$ cat config.mk
export PLATFORM = sky130hd
export DESIGN_NAME = bbox_diff_scanner
export DESIGN_NICKNAME = d
export VERILOG_FILES = /design/src/rtl/bbox_diff_scanner.sv
export SDC_FILE = /design/constraint.sdc
export NUM_CORES = 1
export LEC_CHECK = 0
export ABC_AREA = 0
export CAP_MARGIN = 30
export CELL_PAD_IN_SITES_DETAIL_PLACEMENT = 1
export CELL_PAD_IN_SITES_GLOBAL_PLACEMENT = 1
export CORE_MARGIN = 4
export CORE_UTILIZATION = 43
export CTS_BUF_LIST = sky130_fd_sc_hd__clkbuf_8
export DETAILED_ROUTE_END_ITERATION = 12
export PLACE_DENSITY = 0.79
export RECOVER_POWER = 100
export SETUP_SLACK_MARGIN = 0.2
export SLEW_MARGIN = 0
export SYNTH_ARGS = -nofsm -noshare
export SYNTH_HDL_FRONTEND = slang
export SYNTH_SLANG_ARGS = --single-unit
$ cat constraint.sdc
create_clock -name clk -period 5.55 [get_ports clk]
set_clock_uncertainty 0.15 [all_clocks]
set_input_delay 0.555 -clock clk [delete_from_list [all_inputs] [get_ports clk]]
set_output_delay 0.555 -clock clk [all_outputs]
set_load 0.02 [all_outputs]
$ cat src/rtl/bbox_diff_scanner.sv
// bbox_diff_scanner: raster-scans background/live frames and reports the bounding box of changed pixels.
// Optional changed-pixel counter enabled by BBOX_DIFF_COUNT_EN.
module bbox_diff_scanner #(
  parameter int WIDTH    = 160,
  parameter int HEIGHT   = 120,
  parameter int CHANNELS = 3,
  parameter int PIX_BITS = 8,
  parameter int XW       = 11,
  parameter int ADDR_W   = $clog2(WIDTH*HEIGHT)
) (
  input  logic                         clk,
  input  logic                         rst,
  input  logic                         start,
  input  logic [PIX_BITS-1:0]          threshold,
  output logic                         busy,
  output logic                         done,
  output logic                         rd_en,
  output logic [ADDR_W-1:0]            rd_addr,
  input  logic [CHANNELS*PIX_BITS-1:0] bg_data,
  input  logic [CHANNELS*PIX_BITS-1:0] fr_data,
  output logic                         found,
  output logic [XW-1:0]                x_min,
  output logic [XW-1:0]                x_max,
  output logic [XW-1:0]                y_min,
  output logic [XW-1:0]                y_max
`ifdef BBOX_DIFF_COUNT_EN
  , output logic [ADDR_W:0]            changed_count
`endif
);
  typedef enum logic [1:0] {IDLE, SCAN, DRAIN, DONE} state_t;
  state_t state_q, state_d;
  logic [PIX_BITS-1:0] thr_q, thr_d;
  logic [XW-1:0] x_q, x_d, y_q, y_d, xd_q, xd_d, yd_q, yd_d;
  logic [ADDR_W-1:0] addr_q, addr_d;
  logic vld_q, vld_d, hit_q, hit_d, rfound_q, rfound_d;
  logic [XW-1:0] xmin_q, xmin_d, xmax_q, xmax_d, ymin_q, ymin_d, ymax_q, ymax_d;
  logic [XW-1:0] rxmin_q, rxmin_d, rxmax_q, rxmax_d, rymin_q, rymin_d, rymax_q, rymax_d;
  logic [PIX_BITS:0] diff, mag;
  logic go, last, xend, chg;
  assign go   = (state_q == IDLE) && start;
  assign last = addr_q == ADDR_W'(WIDTH*HEIGHT-1);
  assign xend = x_q == XW'(WIDTH-1);
  // Extra sign bit keeps the subtract exact so the magnitude never wraps.
  always_comb begin
    chg  = 1'b0;
    diff = '0;
    mag  = '0;
    for (int c = 0; c < CHANNELS; c++) begin
      diff = {1'b0, bg_data[c*PIX_BITS +: PIX_BITS]} - {1'b0, fr_data[c*PIX_BITS +: PIX_BITS]};
      mag  = diff[PIX_BITS] ? -diff : diff;
      chg  = chg | (mag > {1'b0, thr_q});
    end
  end
  always_comb begin
    state_d  = go ? SCAN : (state_q == SCAN && last) ? DRAIN :
               (state_q == DRAIN) ? DONE : (state_q == DONE) ? IDLE : state_q;
    thr_d    = go ? threshold : thr_q;
    addr_d   = go ? '0 : (state_q == SCAN) ? addr_q + ADDR_W'(1) : addr_q;
    x_d      = go ? '0 : (state_q == SCAN) ? (xend ? '0 : x_q + XW'(1)) : x_q;
    y_d      = go ? '0 : (state_q == SCAN && xend) ? y_q + XW'(1) : y_q;
    vld_d    = state_q == SCAN;
    xd_d     = x_q;
    yd_d     = y_q;
    hit_d    = go ? 1'b0 : hit_q | (vld_q && chg);
    xmin_d   = go ? XW'(WIDTH-1)  : (vld_q && chg && xd_q < xmin_q) ? xd_q : xmin_q;
    xmax_d   = go ? '0            : (vld_q && chg && xd_q > xmax_q) ? xd_q : xmax_q;
    ymin_d   = go ? XW'(HEIGHT-1) : (vld_q && chg && yd_q < ymin_q) ? yd_q : ymin_q;
    ymax_d   = go ? '0            : (vld_q && chg && yd_q > ymax_q) ? yd_q : ymax_q;
    // Results are captured from the next-state accumulators so the last pixel lands in time for DONE.
    rfound_d = (state_q == DRAIN) ? hit_d : rfound_q;
    rxmin_d  = (state_q == DRAIN) ? (hit_d ? xmin_d : '0) : rxmin_q;
    rxmax_d  = (state_q == DRAIN) ? (hit_d ? xmax_d : '0) : rxmax_q;
    rymin_d  = (state_q == DRAIN) ? (hit_d ? ymin_d : '0) : rymin_q;
    rymax_d  = (state_q == DRAIN) ? (hit_d ? ymax_d : '0) : rymax_q;
  end
  always_ff @(posedge clk) begin
    if (rst) begin
      state_q  <= IDLE;
      thr_q    <= '0;
      addr_q   <= '0;
      x_q      <= '0;
      y_q      <= '0;
      xd_q     <= '0;
      yd_q     <= '0;
      vld_q    <= 1'b0;
      hit_q    <= 1'b0;
      xmin_q   <= '0;
      xmax_q   <= '0;
      ymin_q   <= '0;
      ymax_q   <= '0;
      rfound_q <= 1'b0;
      rxmin_q  <= '0;
      rxmax_q  <= '0;
      rymin_q  <= '0;
      rymax_q  <= '0;
    end else begin
      state_q  <= state_d;
      thr_q    <= thr_d;
      addr_q   <= addr_d;
      x_q      <= x_d;
      y_q      <= y_d;
      xd_q     <= xd_d;
      yd_q     <= yd_d;
      vld_q    <= vld_d;
      hit_q    <= hit_d;
      xmin_q   <= xmin_d;
      xmax_q   <= xmax_d;
      ymin_q   <= ymin_d;
      ymax_q   <= ymax_d;
      rfound_q <= rfound_d;
      rxmin_q  <= rxmin_d;
      rxmax_q  <= rxmax_d;
      rymin_q  <= rymin_d;
      rymax_q  <= rymax_d;
    end
  end
`ifdef BBOX_DIFF_COUNT_EN
  logic [ADDR_W:0] cnt_q, cnt_d, rcnt_q, rcnt_d;
  always_comb begin
    cnt_d  = go ? '0 : cnt_q + (ADDR_W+1)'(vld_q && chg);
    rcnt_d = (state_q == DRAIN) ? cnt_d : rcnt_q;
  end
  always_ff @(posedge clk) begin
    if (rst) begin
      cnt_q  <= '0;
      rcnt_q <= '0;
    end else begin
      cnt_q  <= cnt_d;
      rcnt_q <= rcnt_d;
    end
  end
  assign changed_count = rcnt_q;
`endif
  assign busy    = (state_q == SCAN) || (state_q == DRAIN);
  assign done    = state_q == DONE;
  assign rd_en   = state_q == SCAN;
  assign rd_addr = addr_q;
  assign found   = rfound_q;
  assign x_min   = rxmin_q;
  assign x_max   = rxmax_q;
  assign y_min   = rymin_q;
  assign y_max   = rymax_q;
endmodule

==> Word-level counts from Yosys, hierarchy flattened <==
Cells that the tools add are included.
{ "totals": {"ff_bits": 160, "wordCells": 77} }
{ "classes": {"addsub": 9, "n_lt_le_gt_ge": 7, "n_eq_ne": 5, "mux": 21, "n_bitwise": 3, "reduce_logical": 13} }
{ "op_table": {"columns": ["cell", "n"], "rows": [
  ["$mux 11", 13],
  ["$gt 9x8->1", 3],
  ["$mux 9", 3],
  ["$neg 9->9", 3],
  ["$sub 8x8->9", 3],
  ["$add 11x1->11 const B", 2],
  ["$gt 11x11->1", 2],
  ["$lt 11x11->1", 2],
  ["$add 15x1->15 const B", 1],
  ["$eq 15x15->1 const B", 1],
  ["$eq 11x8->1 const B", 1],
  ["$logic_and 1x1->1", 8],
  ["$mux 2", 3],
  ["$eq 2x2->1 const B", 2],
  ["$reduce_bool 4->1", 1],
  ["$or 1x1->1", 3],
  ["$reduce_bool 3->1", 1],
  ["$eq 2x1->1 const B", 1],
  ["$logic_not 2->1", 1],
  ["$mux 1", 2],
  ["$reduce_or 2->1", 1],
  ["$logic_or 1x1->1", 1]
]} }

==> Depth between registers and ports, before layout <==
Gate-level depths: netlist of the first run.
{ "logic_depth": {"ltp_word": 11, "ltp_mapped": 22} }

==> Worst setup path before layout of the first run <==
OpenSTA, ideal clock, no wires.
{ "synth_timing": {"path_type": "input to register", "start": "input bg_data[16]", "end": "register rxmin_q[0], in the netlist x_min[0]", "arrival_time_ns": 4.652, "required_time_ns": 5.281, "path_slack_ns": 0.629, "stages": 22, "cell_sequence": "inv_1 ha_1 inv_1 fa_1 a21oi_1 o22ai_1 nor2_1 nor2_1 a211oi_2 o21ai_0 xnor2_1 ha_1 a21o_1 a21oi_1 nor2b_1 o41a_1 a211o_1 a41oi_2 a21oi_1 o211ai_2 buf_2 o21ai_1"} }
{ "synth_via": {"elab_chain_len": 10} }
{ "synth_rtl": {"columns": ["element", "line", "rtl"], "rows": [
  ["start: declaration", "19", "input logic [CHANNELS*PIX_BITS-1:0] bg_data,"],
  ["$sub 8x8->9 *", "49", "diff = {1'b0, bg_data[c*PIX_BITS +: PIX_BITS]} - {1'b0, fr_data[c*PIX_BITS +: PIX_BITS]};"],
  ["$neg 9->9", "50", "mag = diff[PIX_BITS] ? -diff : diff;"],
  ["$mux 9 *", "50", null],
  ["$gt 9x8->1 *", "51", "chg = chg | (mag > {1'b0, thr_q});"],
  ["$or 1x1->1 *", "51", null],
  ["$logic_and 1x1->1 *", "64, 65", null],
  ["$logic_and 1x1->1", "65", "xmin_d = go ? XW'(WIDTH-1) : (vld_q && chg && xd_q < xmin_q) ? xd_q : xmin_q;"],
  ["$mux 11 (2 in series)", "65", null],
  ["$mux 11 *", "71", "rxmin_d = (state_q == DRAIN) ? (hit_d ? xmin_d : '0) : rxmin_q;"],
  ["end signal: assignment", "111", "rxmin_q <= rxmin_d;"],
  ["end: declaration", "37", "logic [XW-1:0] rxmin_q, rxmin_d, rxmax_q, rxmax_d, rymin_q, rymin_d, rymax_q, rymax_d;"]
]} }
Every way passes the cells marked *; elsewhere a longest branch is shown, timed or not.
A chain may end at the register's enable or synchronous reset.

==> Final worst setup path of the first run <==
{ "layout_timing": {"start": "input fr_data[8]", "end": "register rxmax_q[0], in the netlist x_max[0]"} }
{ "layout_via": {"elab_chain_len": 11} }
{ "layout_rtl": {"columns": ["element", "line", "rtl"], "rows": [
  ["start: declaration", "20", "input logic [CHANNELS*PIX_BITS-1:0] fr_data,"],
  ["$sub 8x8->9 *", "49", null],
  ["$neg 9->9", "50", null],
  ["$mux 9 *", "50", null],
  ["$gt 9x8->1 *", "51", null],
  ["$or 1x1->1 * (2 in series)", "51", null],
  ["$logic_and 1x1->1 *", "64, 66", null],
  ["$logic_and 1x1->1", "66", "xmax_d = go ? '0 : (vld_q && chg && xd_q > xmax_q) ? xd_q : xmax_q;"],
  ["$mux 11 (2 in series)", "66", null],
  ["$mux 11 *", "72", "rxmax_d = (state_q == DRAIN) ? (hit_d ? xmax_d : '0) : rxmax_q;"],
  ["end signal: assignment", "112", "rxmax_q <= rxmax_d;"],
  ["end: declaration", "37", null]
]} }
Marks and branches as above.

==> impl_metrics.py, run 1 <==
metrics = {
    "run_status": {
        "status": "finished, violations left",
        "violations": "max-capacitance violations, max-slew violations",
    },
    "cells_and_area": {
        "layout_commonest_cell": "dfxtp_1",
        "area.sequential_sq_um": 3200,
        "multi_input_area_sq_um": 5080,
        "final_cell_mix": "dfxtp_1, inv_1, ha_1",
        "finalInstanceArea_sq_um": 10800,
        "final_nets": 1298,
        "fin_util_pct": 54.8,
        "antenna_cells": 0,
        "layout-drive-gt1-share_pct": 6.53,
        "finalNonFillerCells": 1413,
        "fillers": 2304,
        "area_growth_pct": 23.9,
    },
    "route": {
        "antenna_left": 0,
        "wl_per_cell_microns": 16.6,
        "vias": 7378,
        "drtIter0Drc": 219,
        "routed_wl_microns": 23500,
        "drtPass1Iterations": 4,
        "route.detailed.drc": 0,
        "vias_per_cell": 5.22,
    },
    "timing": {
        "min_period_ns": 5.17,
        "rsz0062_at_grt": "false",
        "period_share_pct": 93.2,
        "max-slew-margin-rel_pct": -57.3,
        "report.final.slew_viol_count": 87,
        "clock.fmax_ghz": 0.193,
        "setup-violations-final": 0,
        "tightest_slew_ns": 2.36,
        "hold_viol": 0,
        "fin_tns_setup_ns": 0,
    },
    "floorplanning": {
        "dieArea_sq_um": 22600,
        "num_io_pins": 122,
        "initial_core_util_pct": 44.2,
        "die_w_microns": 150,
        "rows": 51,
        "die_h_microns": 150,
        "core_sq_um": 19700,
    },
    "pwr": {
        "power.density_nw_per_um2": 245,
        "peakVddDrop_v": 0.000156,
        "p_leak_nw": 4.49,
        "total_power_mw": 2.64,
    },
    "cts": {
        "clk_path_buf_depth": 2,
        "clk_latency_ns": 0.45,
        "cts_tree": "yes",
        "clk_pin_slew_ns": 0.08,
        "clkSinkCount": 160,
        "cts_buffers": 17,
        "cts_max_level": 4,
        "root_buffer": "clkbuf_8",
    },
    "hold_path": {
        "hp-class": "register to register",
        "hold_depth": 2,
        "hold_start": "found$_SDFFE_PP0P_",
        "hold-path-endpoint": "found$_SDFFE_PP0P_",
    },
    "logic_synthesis": {
        "ys.flop_type": "dfxtp_1",
        "netlist_area_sq_um": 8720,
        "ys_seq_area_share_pct": 36.7,
        "syn_area_per_cell_sq_um": 8.74,
        "ys_types": 60,
        "syn-num-nets": 1160,
        "async_flop_share_pct": 0,
        "synth_enable_flop_cells": 0,
        "yosys_warnings": 0,
        "ys_ff_latch": 160,
        "postSynthCellCount": 998,
    },
    "placement": {
        "io_buffers": 121,
        "hpwl_microns": 17400,
        "place_area_sq_um": 10300,
        "finalWeightedCongestion": 0.809,
        "placedCellCount": 1374,
    },
    "setup_path": {
        "crit_path_cell_trace": "clkdlybuf4s50_1 -> ha_1 -> inv_1 -> fa_1 -> a21oi_2 -> o21bai_1 -> xor2_1 -> nor4_2 -> nor2_1 -> xor2_1 -> ha_1 -> a21o_1 -> a21o_1 -> a2111oi_2 -> a211oi_1 -> a211o_1 -> a41oi_4 -> clkbuf_1 -> a21oi_1 -> o211ai_4 -> buf_4 -> clkbuf_16 -> o21ai_0",
        "cp_max_fo": 10,
        "worstSetupPathType": "input pin to register",
        "r2r_start": "state_q[0]$_SDFFE_PP0P_",
        "cp-start-kind": "input pin",
        "critPathBufInv": 5,
        "path_delay_family": "compound AO/OA/AOI/OAI gates",
        "slowest_delay_ns": 0.46,
        "r2r_end": "ymax_q[0]$_SDFF_PP0_",
        "cp.arrival_ns": 5.34,
        "endpoint_kind": "register",
        "cp.required_ns": 5.72,
        "reg2reg_slack_ns": 1.46,
        "cp_slowest_cell": "clkdlybuf4s50_1",
        "reg2reg_depth": 6,
    },
    "run": {
        "maxCapViolCount": 2,
    },
    "global_route": {
        "grtUsageTotal_pct": 20.8,
        "grt_start_max_net_pins": 48,
        "gr-total-overflow": 0,
        "grt_antenna_before_repair": 0,
        "grt_pass1_wl_microns": 38100,
        "grt_pass1_vias": 7834,
    },
}
-- metrics by stage --
step	hold WS [ns]	setup slack, ns
3_5_place_dp	0.290	-0.148
6_report	0.295	0.380
4_1_cts	0.301	0.305
5_1_grt	0.322	0.117
2_1_floorplan	0.286	0.629
3_3_place_gp	0.280	0.0900
-- logic make-up (layout without fill, tap and decap cells) --
logic type               after synthesis  count (layout)  share of synthesized area [%]
adder cells (fa/ha/maj)              103             103                           15.0
buffers and inverters                126             276                           5.87
multiplexers                          47              47                           5.41
XOR/XNOR                              62              62                           6.44
AO/OA/AOI/OAI                        193             193                           14.1
AND/OR/NAND/NOR                      307             307                           16.5
flip-flops                           160             160                           36.7
-- layer usage --
layer	vias to the layer above	GRT usage [%]	share of wire (%)
li1	3673	-	-
met1	3578	25.9	45
met2	106	36.9	50
met3	21	3.94	3.4
met4	0	5.40	1.2
met5	-	0	0
-- state kept, by name, summed over array words and instances (netlist names) --
register / count
rd_addr: 15
x_max: 11
x_min: 11
x_q: 11
xd_q: 11
xmax_q: 11
xmin_q: 11
y_max: 11
y_min: 11
y_q: 11
yd_q: 11
ymax_q: 11
ymin_q: 11
thr_q: 8
state_q: 2
found: 1
hit_q: 1
vld_q: 1
-- worst reg2reg max path: stages, from the launching register on --
cell and delay, ns:
dfxtp_1 0.35, inv_1 0.10, ha_1 0.17, nand2_1 0.56, nand2b_1 1.49, clkbuf_1 0.97
nor2_1 0.14
-- how the worst max path moves through the flow --
stage           startpoint                      to  cells after the start
5_1_grt        bg_data[16]    ymax_q[5]$_SDFF_PP0_                     23
2_1_floorplan  bg_data[16]   x_min[0]$_SDFFE_PP0P_                     22
6_report        fr_data[8]   x_max[0]$_SDFFE_PP0P_                     23
3_3_place_gp    fr_data[8]  x_min[10]$_SDFFE_PP0P_                     22
4_1_cts         fr_data[8]  x_min[10]$_SDFFE_PP0P_                     22
3_5_place_dp    fr_data[8]  x_min[10]$_SDFFE_PP0P_                     23
-- where the power goes --
group	total (mW)	internal, mW	switching, mW
clock network	0.845	0.417	0.428
registers	1.17	1.16	0.0115
logic	0.625	0.287	0.338
-- area by class of cell --
class / instances / area share (%)
multi-input combinational: 712 / 46.9
sequential: 160 / 29.6
timing repair buffer: 148 / 13.5
inverter: 97 / 3.37
tap: 265 / 3.07
clock buffer: 19 / 2.42
clock inverter: 12 / 1.10
-- timing repair --
action,CTS,global route
endpoints found under the hold margin,0,0
setup buffers,0,5
hold buffers,0,0
resized for setup,0,11
setup endpoints to repair,0,82
-- synth_stat cells (all sizes together) (9+ instances only) --
| cell type | count | area (sq um) |
|---|---|---|
| dfxtp | 160 | 3200 |
| ha | 100 | 1250 |
| inv | 97 | 364 |
| nand2 | 91 | 342 |
| nor2 | 91 | 342 |
| o21ai | 72 | 364 |
| a21oi | 56 | 288 |
| mux2i | 46 | 460 |
| nor2b | 34 | 213 |
| xnor2 | 32 | 299 |
| xor2 | 30 | 263 |
| nand3 | 29 | 145 |
| a21o | 22 | 165 |
| clkbuf | 20 | 75.1 |
| nand4 | 15 | 93.8 |
| nor3 | 11 | 55.1 |
| nand2b | 10 | 62.6 |
| a211oi | 9 | 92.6 |
| buf | 9 | 72.6 |
(Power assumes the default switching activity.)
==> run 2, diff against run 1 <==
--- a/config.mk
+++ b/config.mk
@@ -5,8 +5,7 @@
 export SDC_FILE = /design/constraint.sdc
 export NUM_CORES = 1
 export LEC_CHECK = 0
-export ABC_AREA = 0
-export CAP_MARGIN = 30
+export CAP_MARGIN = 20
 export CELL_PAD_IN_SITES_DETAIL_PLACEMENT = 1
 export CELL_PAD_IN_SITES_GLOBAL_PLACEMENT = 1
 export CORE_MARGIN = 4
==> results of run 2 <==
Same layout as run 1: the final DEF is identical, and so are final timing and power.
